**config.mk**
```make
export PLATFORM = sky130hd
export DESIGN_NAME = error_angle_bank
export DESIGN_NICKNAME = d
export VERILOG_FILES = /design/src/rtl/error_angle_pkg.sv /design/src/rtl/error_angle_bank_channel.sv /design/src/rtl/error_angle_bank.sv
export SDC_FILE = /design/constraint.sdc
export NUM_CORES = 1
export LEC_CHECK = 0
export CAP_MARGIN = 25
export CORE_AREA = 2 2 130 132
export CTS_CLUSTER_SIZE = 24
export DETAILED_ROUTE_END_ITERATION = 7
export DIE_AREA = 0 0 132 134
export SETUP_SLACK_MARGIN = 0.4
export SLEW_MARGIN = 20
export SYNTH_ARGS = -nofsm -noshare
export SYNTH_HDL_FRONTEND = slang
export SYNTH_SLANG_ARGS = --single-unit
```
**constraint.sdc**
```tcl
create_clock -name clk -period 12 [get_ports clk]
set_input_delay 2.4 -clock clk [delete_from_list [all_inputs] [get_ports clk]]
set_output_delay 2.4 -clock clk [all_outputs]
set_load 0.01 [all_outputs]
```
**src/rtl/error_angle_pkg.sv**
```systemverilog
// Shared types and arithmetic helpers for the error-angle bank.
// Count and pending paths both use sat_add for clamping.
package error_angle_pkg;

  typedef enum logic [1:0] {
    STEP_NONE,
    STEP_UP,
    STEP_DN
  } step_t;

  typedef struct packed {
    int   val;
    logic clip;
  } sat_t;

  function automatic int cnt_max(int w);
    return (1 << (w - 1)) - 1;
  endfunction

  function automatic int pend_max(int w);
    return (1 << (w - 1)) - 1;
  endfunction

  function automatic int step_val(step_t s);
    unique case (s)
      STEP_UP: return 1;
      STEP_DN: return -1;
      default: return 0;
    endcase
  endfunction

  function automatic sat_t sat_add(int a, int d, int lim);
    sat_t r;
    r.val  = a + d;
    r.clip = 1'b0;
    if (r.val > lim) begin
      r.val  = lim;
      r.clip = 1'b1;
    end else if (r.val < -lim) begin
      r.val  = -lim;
      r.clip = 1'b1;
    end
    return r;
  endfunction

endpackage

```
**src/rtl/error_angle_bank_channel.sv**
```systemverilog
// One error-angle channel: pending accumulator, count,
// sticky loss flag and DAC step strobes.
module error_angle_channel
  import error_angle_pkg::*;
#(
  parameter int WIDTH    = 9,
  parameter int PEND_W   = 3,
  parameter int SATURATE = 1
) (
  input  logic                    clk,
  input  logic                    rst,
  input  logic                    enable,
  input  logic                    clear,
  input  logic                    service,
  input  logic                    pulse_up,
  input  logic                    pulse_dn,
  input  logic                    lost_clr,
  output logic signed [WIDTH-1:0] count,
  output logic                    zero,
  output logic                    at_limit,
  output logic                    lost,
  output logic                    dac_up,
  output logic                    dac_dn
);

  localparam int MAXV  = cnt_max(WIDTH);
  localparam int PMAXV = pend_max(PEND_W);

  logic signed [PEND_W-1:0] pend;
  logic signed [PEND_W-1:0] pend_d;
  logic signed [WIDTH-1:0]  count_d;
  logic                     lost_d;
  logic                     up_d;
  logic                     dn_d;
  logic                     loss;
  step_t                    step;
  int                       sv;
  sat_t                     cr;
  sat_t                     pr;

  // Step selection from pre-pulse pending, then next count/pending/loss.
  always_comb begin
    step = STEP_NONE;
    if (service && int'(pend) > 0) begin
      step = STEP_UP;
    end else if (service && int'(pend) < 0) begin
      step = STEP_DN;
    end
    sv = step_val(step);
    cr = sat_add(int'(count), sv, MAXV);
    pr = sat_add(int'(pend),
                 int'(pulse_up) - int'(pulse_dn) - sv,
                 PMAXV);
    count_d = count;
    up_d    = 1'b0;
    dn_d    = 1'b0;
    loss    = pr.clip;
    pend_d  = PEND_W'(pr.val);
    if (step != STEP_NONE) begin
      if (SATURATE != 0 && cr.clip) begin
        loss = 1'b1;
      end else begin
        count_d = (SATURATE != 0) ? WIDTH'(cr.val)
                                  : count + WIDTH'(sv);
        up_d    = (step == STEP_UP);
        dn_d    = (step == STEP_DN);
      end
    end
    lost_d = loss | (lost & ~lost_clr);
    if (!enable || clear) begin
      count_d = '0;
      pend_d  = '0;
      up_d    = 1'b0;
      dn_d    = 1'b0;
      lost_d  = lost & ~lost_clr;
    end
  end

  // Channel state registers.
  always_ff @(posedge clk) begin
    if (rst) begin
      count  <= '0;
      pend   <= '0;
      lost   <= 1'b0;
      dac_up <= 1'b0;
      dac_dn <= 1'b0;
    end else begin
      count  <= count_d;
      pend   <= pend_d;
      lost   <= lost_d;
      dac_up <= up_d;
      dac_dn <= dn_d;
    end
  end

  assign zero     = (count == '0);
  assign at_limit = (int'(count) == MAXV) ||
                    (int'(count) == -MAXV);

endmodule

```
**src/rtl/error_angle_bank.sv**
```systemverilog
// Bank of error-angle channels sharing one round-robin
// +/-1 update slot selected by the scan pointer.
module error_angle_bank
  import error_angle_pkg::*;
#(
  parameter int CHANNELS = 3,
  parameter int WIDTH    = 9,
  parameter int PEND_W   = 3,
  parameter int SATURATE = 1
) (
  input  logic                      clk,
  input  logic                      rst,
  input  logic [CHANNELS-1:0]       enable,
  input  logic [CHANNELS-1:0]       clear,
  input  logic [CHANNELS-1:0]       pulse_up,
  input  logic [CHANNELS-1:0]       pulse_dn,
  input  logic                      lost_clr,
  output logic [CHANNELS*WIDTH-1:0] count,
  output logic [CHANNELS-1:0]       zero,
  output logic [CHANNELS-1:0]       at_limit,
  output logic [CHANNELS-1:0]       lost,
  output logic [CHANNELS-1:0]       dac_up,
  output logic [CHANNELS-1:0]       dac_dn
);

  localparam int PTR_W = (CHANNELS > 1) ? $clog2(CHANNELS) : 1;

  logic [PTR_W-1:0] ptr;

  // Scan pointer: one channel serviced per cycle, wrapping.
  always_ff @(posedge clk) begin
    if (rst) begin
      ptr <= '0;
    end else if (ptr == PTR_W'(CHANNELS - 1)) begin
      ptr <= '0;
    end else begin
      ptr <= ptr + 1'b1;
    end
  end

  for (genvar c = 0; c < CHANNELS; c++) begin : g_ch
    error_angle_channel #(
      .WIDTH   (WIDTH),
      .PEND_W  (PEND_W),
      .SATURATE(SATURATE)
    ) u_ch (
      .clk     (clk),
      .rst     (rst),
      .enable  (enable[c]),
      .clear   (clear[c]),
      .service (ptr == PTR_W'(c)),
      .pulse_up(pulse_up[c]),
      .pulse_dn(pulse_dn[c]),
      .lost_clr(lost_clr),
      .count   (count[c*WIDTH +: WIDTH]),
      .zero    (zero[c]),
      .at_limit(at_limit[c]),
      .lost    (lost[c]),
      .dac_up  (dac_up[c]),
      .dac_dn  (dac_dn[c])
    );
  end

endmodule

```
# --- Word level (Yosys, flattened, before mapping) ---
# Index checks and enable logic that the tools add are counted.
# W data, S select, Z words.
word_totals:
  mem_bits_ro: 0
  mem_bits_rw: 0
  output_inout_bits: 42
  latchBits: 0
  ff_bits: 47
  input_bits: 15
  n_memories: 0
op_classes:
  div: 0
  n_eq_ne: 14
  mul: 0
  add_sub_neg: 13
  shift: 0
  n_bitwise: 13
  n_reduce_logical: 35
  order_cmp: 18
  n_mux: 30
op_table:
  columns: ["cell", "n"]
  rows:
  - ["$pmux W32 S2", 3]
  - ["$add A3 B32 Y32", 3]
  - ["$add A9 B32 Y32", 3]
  - ["$gt A32 B3 Y1 const B", 3]
  - ["$gt A32 B9 Y1 const B", 3]
  - ["$lt A32 B3 Y1 const B", 3]
  - ["$lt A32 B9 Y1 const B", 3]
  - ["$sub A32 B32 Y32", 3]
  - ["$mux W10", 6]
  - ["$eq A9 B9 Y1 const B", 6]
  - ["$logic_not A9 Y1", 3]
  - ["$mux W2", 6]
  - ["$mux W4", 3]
  - ["$reduce_or A4 Y1", 3]
  - ["$gt A3 B1 Y1 const B", 3]
  - ["$lt A3 B1 Y1 const B", 3]
  - ["$mux W1", 9]
  - ["$mux W3", 3]
  - ["$reduce_or A3 Y1", 3]
  - ["$eq A2 B1 Y1 const B", 4]
  - ["$eq A2 B2 Y1 const B", 4]
  - ["$reduce_or A2 Y1", 4]
  - ["$not A1 Y1", 7]
  - ["$logic_and A1 B1 Y1", 6]
  - ["9 further kinds", 26]

# --- Logic depth before layout (Yosys ltp) ---
# Gate-level depths: netlist of the first run.
depth:
  depth_word: 15
  ltp_mapped: 23
  ltp_nobuf: 22

# --- Cells and area by module ---
# A second synthesis of the first run with hierarchy kept.
hier_totals:
  cells_unflattened: 722
  area_unflattened_um2: 6643.9
by_module_without_submodules:
  columns: ["mod", "area_per_inst_um2", "n_inst", "cells_per_inst", "seq_area_each_um2"]
  rows:
  - ["error_angle_channel (g_ch[0].u_ch)", 2215.9, 1, 248, 300.3]
  - ["error_angle_channel (g_ch[2].u_ch)", 2192.1, 1, 240, 300.3]
  - ["error_angle_channel (g_ch[1].u_ch)", 2128.3, 1, 225, 300.3]
  - ["error_angle_bank", 107.6, 1, 9, 40.0]

# --- Worst setup path after synthesis of the first run ---
# No wires, ideal clock.
synth_timing:
  path_kind: "input to register"
  from: "in pulse_up[0]"
  to: "reg g_ch[0].u_ch.lost"
  slack_ns: 4.697
  arrival_ns: 7.182
  path_stages: 18
  n_path_buf: 0
  setup_ns: 0.122
  required_ns: 11.878
  cell_sequence: "inv_1 -> ha_1 -> inv_1 -> fa_1 -> inv_1 -> ha_1 -> a21o_1 -> inv_1 -> fa_1 -> fa_1 -> inv_1 -> fa_1 -> or4_1 -> nor4_1 -> a31oi_1 -> or2_1 -> a21oi_1 -> o21ai_1"
synth_between:
  elab_chain_len: 10
synth_lines:
  columns: ["element", "line", "source"]
  rows:
  - ["from (decl)", "error_angle_bank.sv:15", "input logic [CHANNELS-1:0] pulse_up,"]
  - ["$sub A1 B1 Y2 *", "error_angle_bank_channel.sv:52", "int'(pulse_up) - int'(pulse_dn) - sv,"]
  - ["$sub A32 B32 Y32 *", "error_angle_bank_channel.sv:52", null]
  - ["$add A3 B32 Y32 *", "error_angle_pkg.sv:34", "r.val = a + d;"]
  - ["$lt A32 B3 Y1", "error_angle_pkg.sv:39", "end else if (r.val < -lim) begin"]
  - ["$mux W4", "error_angle_pkg.sv:39", null]
  - ["$mux W3 *", "error_angle_pkg.sv:36", "if (r.val > lim) begin"]
  - ["$mux W1", "error_angle_bank_channel.sv:60", "if (SATURATE != 0 && cr.clip) begin"]
  - ["$mux W1 *", "error_angle_bank_channel.sv:59", "if (step != STEP_NONE) begin"]
  - ["$or A1 B1 Y1 *", "error_angle_bank_channel.sv:69", "lost_d = loss | (lost & ~lost_clr);"]
  - ["$mux W1 *", "error_angle_bank_channel.sv:70", "if (!enable || clear) begin"]
  - ["to (signal assigned)", "error_angle_bank_channel.sv:90", "lost <= lost_d;"]
  - ["to (decl)", "error_angle_bank_channel.sv:21", "output logic lost,"]
# Mark *: on every way between the ends. The rest lies on a longest branch, timed or not.
# A chain may end at the register's enable or synchronous reset.

# --- Final worst setup path of the first run ---
layout_timing:
  from: "in pulse_dn[0]"
  to: "reg g_ch[0].u_ch.lost"
layout_between:
  elab_chain_len: 10
layout_lines:
  columns: ["element", "line", "source"]
  rows:
  - ["from (decl)", "error_angle_bank.sv:16", "input logic [CHANNELS-1:0] pulse_dn,"]
  - ["$sub A1 B1 Y2 *", "error_angle_bank_channel.sv:52", null]
  - ["$sub A32 B32 Y32 *", "error_angle_bank_channel.sv:52", null]
  - ["$add A3 B32 Y32 *", "error_angle_pkg.sv:34", null]
  - ["$lt A32 B3 Y1", "error_angle_pkg.sv:39", null]
  - ["$mux W4", "error_angle_pkg.sv:39", null]
  - ["$mux W3 *", "error_angle_pkg.sv:36", null]
  - ["$mux W1", "error_angle_bank_channel.sv:60", null]
  - ["$mux W1 *", "error_angle_bank_channel.sv:59", null]
  - ["$or A1 B1 Y1 *", "error_angle_bank_channel.sv:69", null]
  - ["$mux W1 *", "error_angle_bank_channel.sv:70", null]
# Marked as above.

==> results.yml, run 1 <==
worst_setup_path:
  critPathKind: "primary input to flip-flop"
  crit_buf_inv: 5
  cp.arrival_ns: 7.93
  path_cells: "clkdlybuf4s50_1, ha_1, inv_1, fa_1, inv_1, ha_1, a21o_1, inv_1, fa_1, fa_1, inv_1, fa_1, or4_1, nor4_1, a31oi_1, or2_1, a21oi_1, o21ai_1"
  crit_required_ns: 12.19
  slowest_stage: "fa_1"
  startpoint_type: "primary input"
  cp_top_family: "adder cells"
  slowest_delay_ns: 1.09
  crit_path_end_kind: "flip-flop"
  path_max_fanout: 13
cells_and_area:
  layout.cells.non_filler: 976
  drive_gt1_frac: 0.03704
  layout_common_cells: "88 x inv_1, 78 x fa_1, 56 x clkdlybuf4s50_1"
  num-nets-final: 902
  diodes: 0
  layout_commonest_cell: "inv_1"
  area_growth_pct: 13.47
sta:
  max_clock_freq_mhz: 129.2
  max_slew_margin: 0.3966
  rsz0062_at_grt: "false"
  fin_skew_ns: 0.009494
  post-route-min-period_ns: 7.743
  tightest_slew_ns: 0.9041
  finalCritPeriodShare: 0.6452
  slew_violations: 0
  final_hold_viol_count: 0
  setup-violations-final: 0
  setup_tns_ns: 0
synth:
  syn_area_per_cell_um2: 8.889
  synthesis.area_um2: 6382
  yosysWarnings: 0
  synth.distinct_cells: 76
  async_reset_ff_frac: 0
  synth_seq_cells: 47
  syn_nets: 865
  synth_ff_type: "dfxtp_1"
  syn_inst: 718
  synth_enable_flop_cells: 0
  synth.yosys.seq_area_share: 0.1474
route:
  wl_met1_um: 7108
  top_layer_used: "met4"
  ant_nets: 0
  wl_met2_um: 7119
  vias_per_cell: 5.476
  drcViolationCount: 0
  drt-pass1-iter-count: 6
  drt_iter0_markers: 331
  routed_wirelength_um: 14830
  wl_met3_um: 369
  vias: 5345
  wl_per_cell_um: 15.20
power_and_ir_drop:
  p_leak_nw: 3.128
  power_mw: 0.6736
  power_density_nw_per_um2: 93.01
  peakVddDrop_mv: 0.07793
floorplan:
  pin_count: 57
  rows: 47
  core_um2: 16290
  initial_utilization: 0.3918
  die_w_um: 132
  die_area_um2: 17690
  die_h_um: 134
grt:
  grt.overflow.total: 0
  grt_pass1_vias: 5319
  grt_pass1_wl_um: 25400
  grt_max_degree: 18
  antenna_found_initial: 0
  grt.total_usage: 0.1708
cts:
  postCtsSetupBuffers: 0
  clkSlewWorstSetupHoldPaths_ns: 0.07
  cts_hold_buf: 0
  cts_buffer_depth: 2
  numCtsBuffers: 5
  cts_resized: 0
  h-tree-depth: 2
  cts_tree: "yes"
  cts_root_buf: "clkbuf_16"
  cts.sinks: 47
  insertion_delay_ns: 0.30
placement:
  hpwl_um: 11900
  place.gp.congestion: 0.9367
  io_buffers: 56
  dp_cells: 967
worst_hold_path:
  hp-class: "flip-flop to flip-flop"
run:
  max_cap_violations: 0
run_status:
  status: "finished clean"
-- final cells by class --
class / count / area (µm²)
multi-input combinational: 556 / 4951
clock buffer: 5 / 125.1
inverter: 88 / 330.3
timing repair buffer: 57 / 575.6
tap: 220 / 275.3
fill: 1595 / 9047
clock inverter: 3 / 43.79
sequential: 47 / 940.9
-- registers in the layout (all words and copies together) (netlist names) --
register          cells
g_ch.u_ch.count      27
g_ch.u_ch.pend        9
g_ch.u_ch.dac_dn      3
g_ch.u_ch.dac_up      3
g_ch.u_ch.lost        3
ptr                   2
-- worst reg2reg max path, cell delays in order (launching register included) --
cell and delay, ns:
dfxtp_1 0.35, inv_1 0.07, ha_1 0.25, nand2_1 0.20, inv_1 0.43, fa_1 1.28, inv_1 0.39, ha_1 0.45
a21o_1 0.21, inv_1 0.07, fa_1 0.40, fa_1 0.38, inv_1 0.09, fa_1 0.43, or4_1 0.52, nor4_1 0.23
a31oi_1 0.16, or2_1 0.27, a21oi_1 0.12, o21ai_1 0.07
-- cell usage after synthesis (all sizes together), types with 5 or more instances --
library cell   n  area, µm²
nor3          16      80.08
and3           5      36.28
nor3b          6      45.04
inv           88      330.3
fa            78       1562
or3            7      43.79
nand2         52      195.2
nor2          38      158.9
a211oi         9      72.57
a31oi          8      56.30
mux2i         12      120.1
a21o          19      143.9
a21oi         34      170.2
ha            54      675.7
nand3         16      80.08
or2            6      37.53
or4           10      75.07
nor4b          8      70.07
clkbuf         9      33.78
nor2b          8      50.05
o31ai          5      37.54
xnor2          6      52.55
nand2b         8      50.05
and2           6      37.54
nand4b         9      78.83
buf           18      126.4
a211o          5      43.79
o21ai         27      135.1
nor4          18      112.6
nand4         15      93.84
o21a           9      68.82
dfxtp         47      940.9
xor2           6      52.55
-- path summary, 6_finish.rpt --
kind | start | to | slack (ns) | cells past startpoint
min reg2reg | ptr[0]$_SDFF_PP0_ | ptr[0]$_SDFF_PP0_ | 0.46 | 1
max | pulse_dn[0] | g_ch[0].u_ch.lost$_SDFF_PP0_ | 4.26 | 18
max reg2reg | ptr[0]$_SDFF_PP0_ | g_ch[0].u_ch.lost$_SDFF_PP0_ | 5.52 | 19
min | ptr[0]$_SDFF_PP0_ | ptr[0]$_SDFF_PP0_ | 0.46 | 1
-- per-layer routing --
metal,vias up,global-route usage
met5,-,0
met4,0,0.04469
met3,15,0.01890
met2,95,0.2870
met1,2611,0.2354
li1,2624,-
-- per-stage QoR --
stage	utilization	hold WS [ns]	setup slack, ns	cell area [µm²]
2_1_floorplan	-	0.4250	4.697	6382
3_3_place_gp	0.4333	0.4419	3.983	7058
3_5_place_dp	0.4333	0.4499	3.881	7058
4_1_cts	0.4437	0.4590	4.190	7227
5_1_grt	0.4446	0.4861	3.681	7242
6_report	0.4446	0.4565	4.257	7242
-- cells by family after synthesis --
family,synth area share
buffers and inverters,0.07685
AO/OA/AOI/OAI,0.1715
flip-flops,0.1474
multiplexers,0.02058
AND/OR/NAND/NOR,0.2166
adder cells (fa/ha/maj),0.3505
XOR/XNOR,0.01647
-- power by group --
| group | internal, mW | switching, mW |
|---|---|---|
| Combinational | 0.142 | 0.202 |
| Sequential | 0.160 | 0.00279 |
| Clock | 0.0985 | 0.0682 |
(Power assumes the default switching activity.)
==> run 2, diff against run 1 <==
- clock period: 12 -> 8.1 ns (I/O delays scaled with it)
==> run 2 against run 1 <==
Net effect:
- cell count down 0.20%
- register-to-register slack got worse by 3.5 ns
- clock-buffer cell count unchanged
- critical path depth is 2 lower
- worst setup slack got worse by 2.8 ns
- sequential share of layout area is 0.079 points higher
- global-route usage down 0.13 points
- sequential power increased by 48%
- via count down 1.0%
- hold slack about the same
- final area shrank 0.60%
- clock skew barely moved
- largest cell class unchanged
==> results.yml, run 2 (same netlist as run 1, synthesis figures left out) <==
run_status:
  status: "finished clean"
worst_setup_path:
  cp.arrival_ns: 6.79
  slowest_stage: "fa_1"
  path_max_fanout: 13
  crit_buf_inv: 5
  startpoint_type: "primary input"
  slowest_delay_ns: 1.10
  crit_required_ns: 8.29
  critPathKind: "primary input to flip-flop"
  cp_top_family: "adder cells"
  path_cells: "clkdlybuf4s50_1, ha_1, inv_1, fa_1, inv_1, ha_1, a21o_1, inv_1, fa_1, fa_1, inv_1, fa_1, nand4b_1, nor4_1, nand2_1, a221oi_1"
  crit_path_end_kind: "flip-flop"
sta:
  fin_skew_ns: 0.009677
  slew_violations: 0
  tightest_slew_ns: 0.9194
  setup-violations-final: 0
  rsz0062_at_grt: "false"
  max_slew_margin: 0.3864
  final_hold_viol_count: 0
  post-route-min-period_ns: 6.602
  setup_tns_ns: 0
  finalCritPeriodShare: 0.8150
  max_clock_freq_mhz: 151.5
grt:
  grt_pass1_vias: 5359
  grt.overflow.total: 0
  grt_max_degree: 18
  antenna_found_initial: 0
  grt.total_usage: 0.1695
  grt_pass1_wl_um: 25300
route:
  drt-pass1-iter-count: 5
  drt_iter0_markers: 272
  routed_wirelength_um: 14850
  drcViolationCount: 0
  ant_nets: 0
  vias: 5291
  wl_per_cell_um: 15.24
  vias_per_cell: 5.432
cells_and_area:
  area_growth_pct: 12.78
  layout_commonest_cell: "inv_1"
  num-nets-final: 902
  drive_gt1_frac: 0.03448
  top_regs: "g_ch.u_ch.count: 27 flops, g_ch.u_ch.pend: 9 flops"
  largest_reg_flops: 27
  diodes: 0
  multi_input_area_um2: 4951
  design_area_um2: 7198
  layout_common_cells: "88 x inv_1, 78 x fa_1, 56 x clkdlybuf4s50_1"
  regArea_um2: 940.9
  regMostFlops: "g_ch.u_ch.count"
  nFillCells: 1637
cts:
  cts_buffer_depth: 2
  h-tree-depth: 2
  cts.sinks: 47
  clkSlewWorstSetupHoldPaths_ns: 0.06
  cts_root_buf: "clkbuf_16"
  cts_tree: "yes"
  postCtsSetupBuffers: 0
  insertion_delay_ns: 0.30
  cts_resized: 0
  numCtsBuffers: 5
  cts_hold_buf: 0
floorplan:
  die_h_um: 134
  rows: 47
  core_um2: 16290
  die_area_um2: 17690
  die_w_um: 132
  pin_count: 57
  initial_utilization: 0.3918
power_and_ir_drop:
  p_leak_nw: 3.104
  power_density_nw_per_um2: 133.6
  peakVddDrop_mv: 0.08098
placement:
  place.gp.congestion: 0.9519
  hpwl_um: 12070
  placed_cell_area_um2: 7066
  io_buffers: 56
run:
  max_cap_violations: 0
worst_hold_path:
  hp-class: "flip-flop to flip-flop"
==> run 2: cell count changes in the layout (fill, tap and decap cells not counted) <==
cell        delta
buf_4          +1
buf_8          -1
bufinv_16      -1
clkinv_2       -1
clkinv_4       -1
clkinvlp_4     +1
==> run 2: through the flow <==
| stage | hold WS (ns) | instances | utilization | power (mW) | setup WS (ns) |
|---|---|---|---|---|---|
| CTS | 0.4642 | 974 | 0.4419 | 0.9622 | 1.417 |
| detailed placement | 0.4556 | 968 | 0.4338 | 0.7541 | 1.138 |
| floorplan | 0.4250 | 718 | - | 0.6324 | 1.577 |
| global placement | 0.4439 | 968 | 0.4338 | 0.7402 | 1.326 |
| global route | 0.4897 | 974 | 0.4419 | 1.036 | 1.116 |
| finish | 0.4561 | 974 | 0.4419 | 0.9613 | 1.498 |
==> run 2: worst reg2reg max path, delay by kind of cell, from the launching register on <==
| family | cells | cell delay (ns) |
|---|---|---|
| flops | 1 | 0.32 |
| simple gates | 4 | 0.95 |
| buf+inv | 5 | 1.34 |
| compound gates | 4 | 0.96 |
| fa+ha+maj | 5 | 2.38 |
==> run 2: per-layer routing <==
layer / wire [µm] / track usage
met1: 6991 / 0.2261
met3: 370 / 0.01209
met5: 0 / 0
met2: 7278 / 0.2998
met4: 206 / 0.04227
==> run 2: cell type report <==
class | count | area share
multi-input combinational | 556 | 0.6878
timing repair buffer | 57 | 0.07892
clock buffer | 5 | 0.01738
clock inverter | 1 | 0.001043
sequential | 47 | 0.1307
tap | 220 | 0.03824
inverter | 88 | 0.04589
==> run 2: final timing paths <==
path,start,end,slack [ns],cells after the start
hold reg to reg,ptr[0]$_SDFF_PP0_,ptr[0]$_SDFF_PP0_,0.46,1
hold / removal,ptr[0]$_SDFF_PP0_,ptr[0]$_SDFF_PP0_,0.46,1
setup reg to reg,ptr[0]$_SDFF_PP0_,g_ch[0].u_ch.lost$_SDFF_PP0_,2.02,18
setup / recovery,pulse_dn[1],g_ch[1].u_ch.pend[2]$_SDFF_PP0_,1.50,16
==> run 2: power by group <==
part | internal [mW] | switching [mW] | total (mW)
Clock | 0.111 | 0.0947 | 0.206
Combinational | 0.211 | 0.303 | 0.514
Sequential | 0.237 | 0.00407 | 0.241
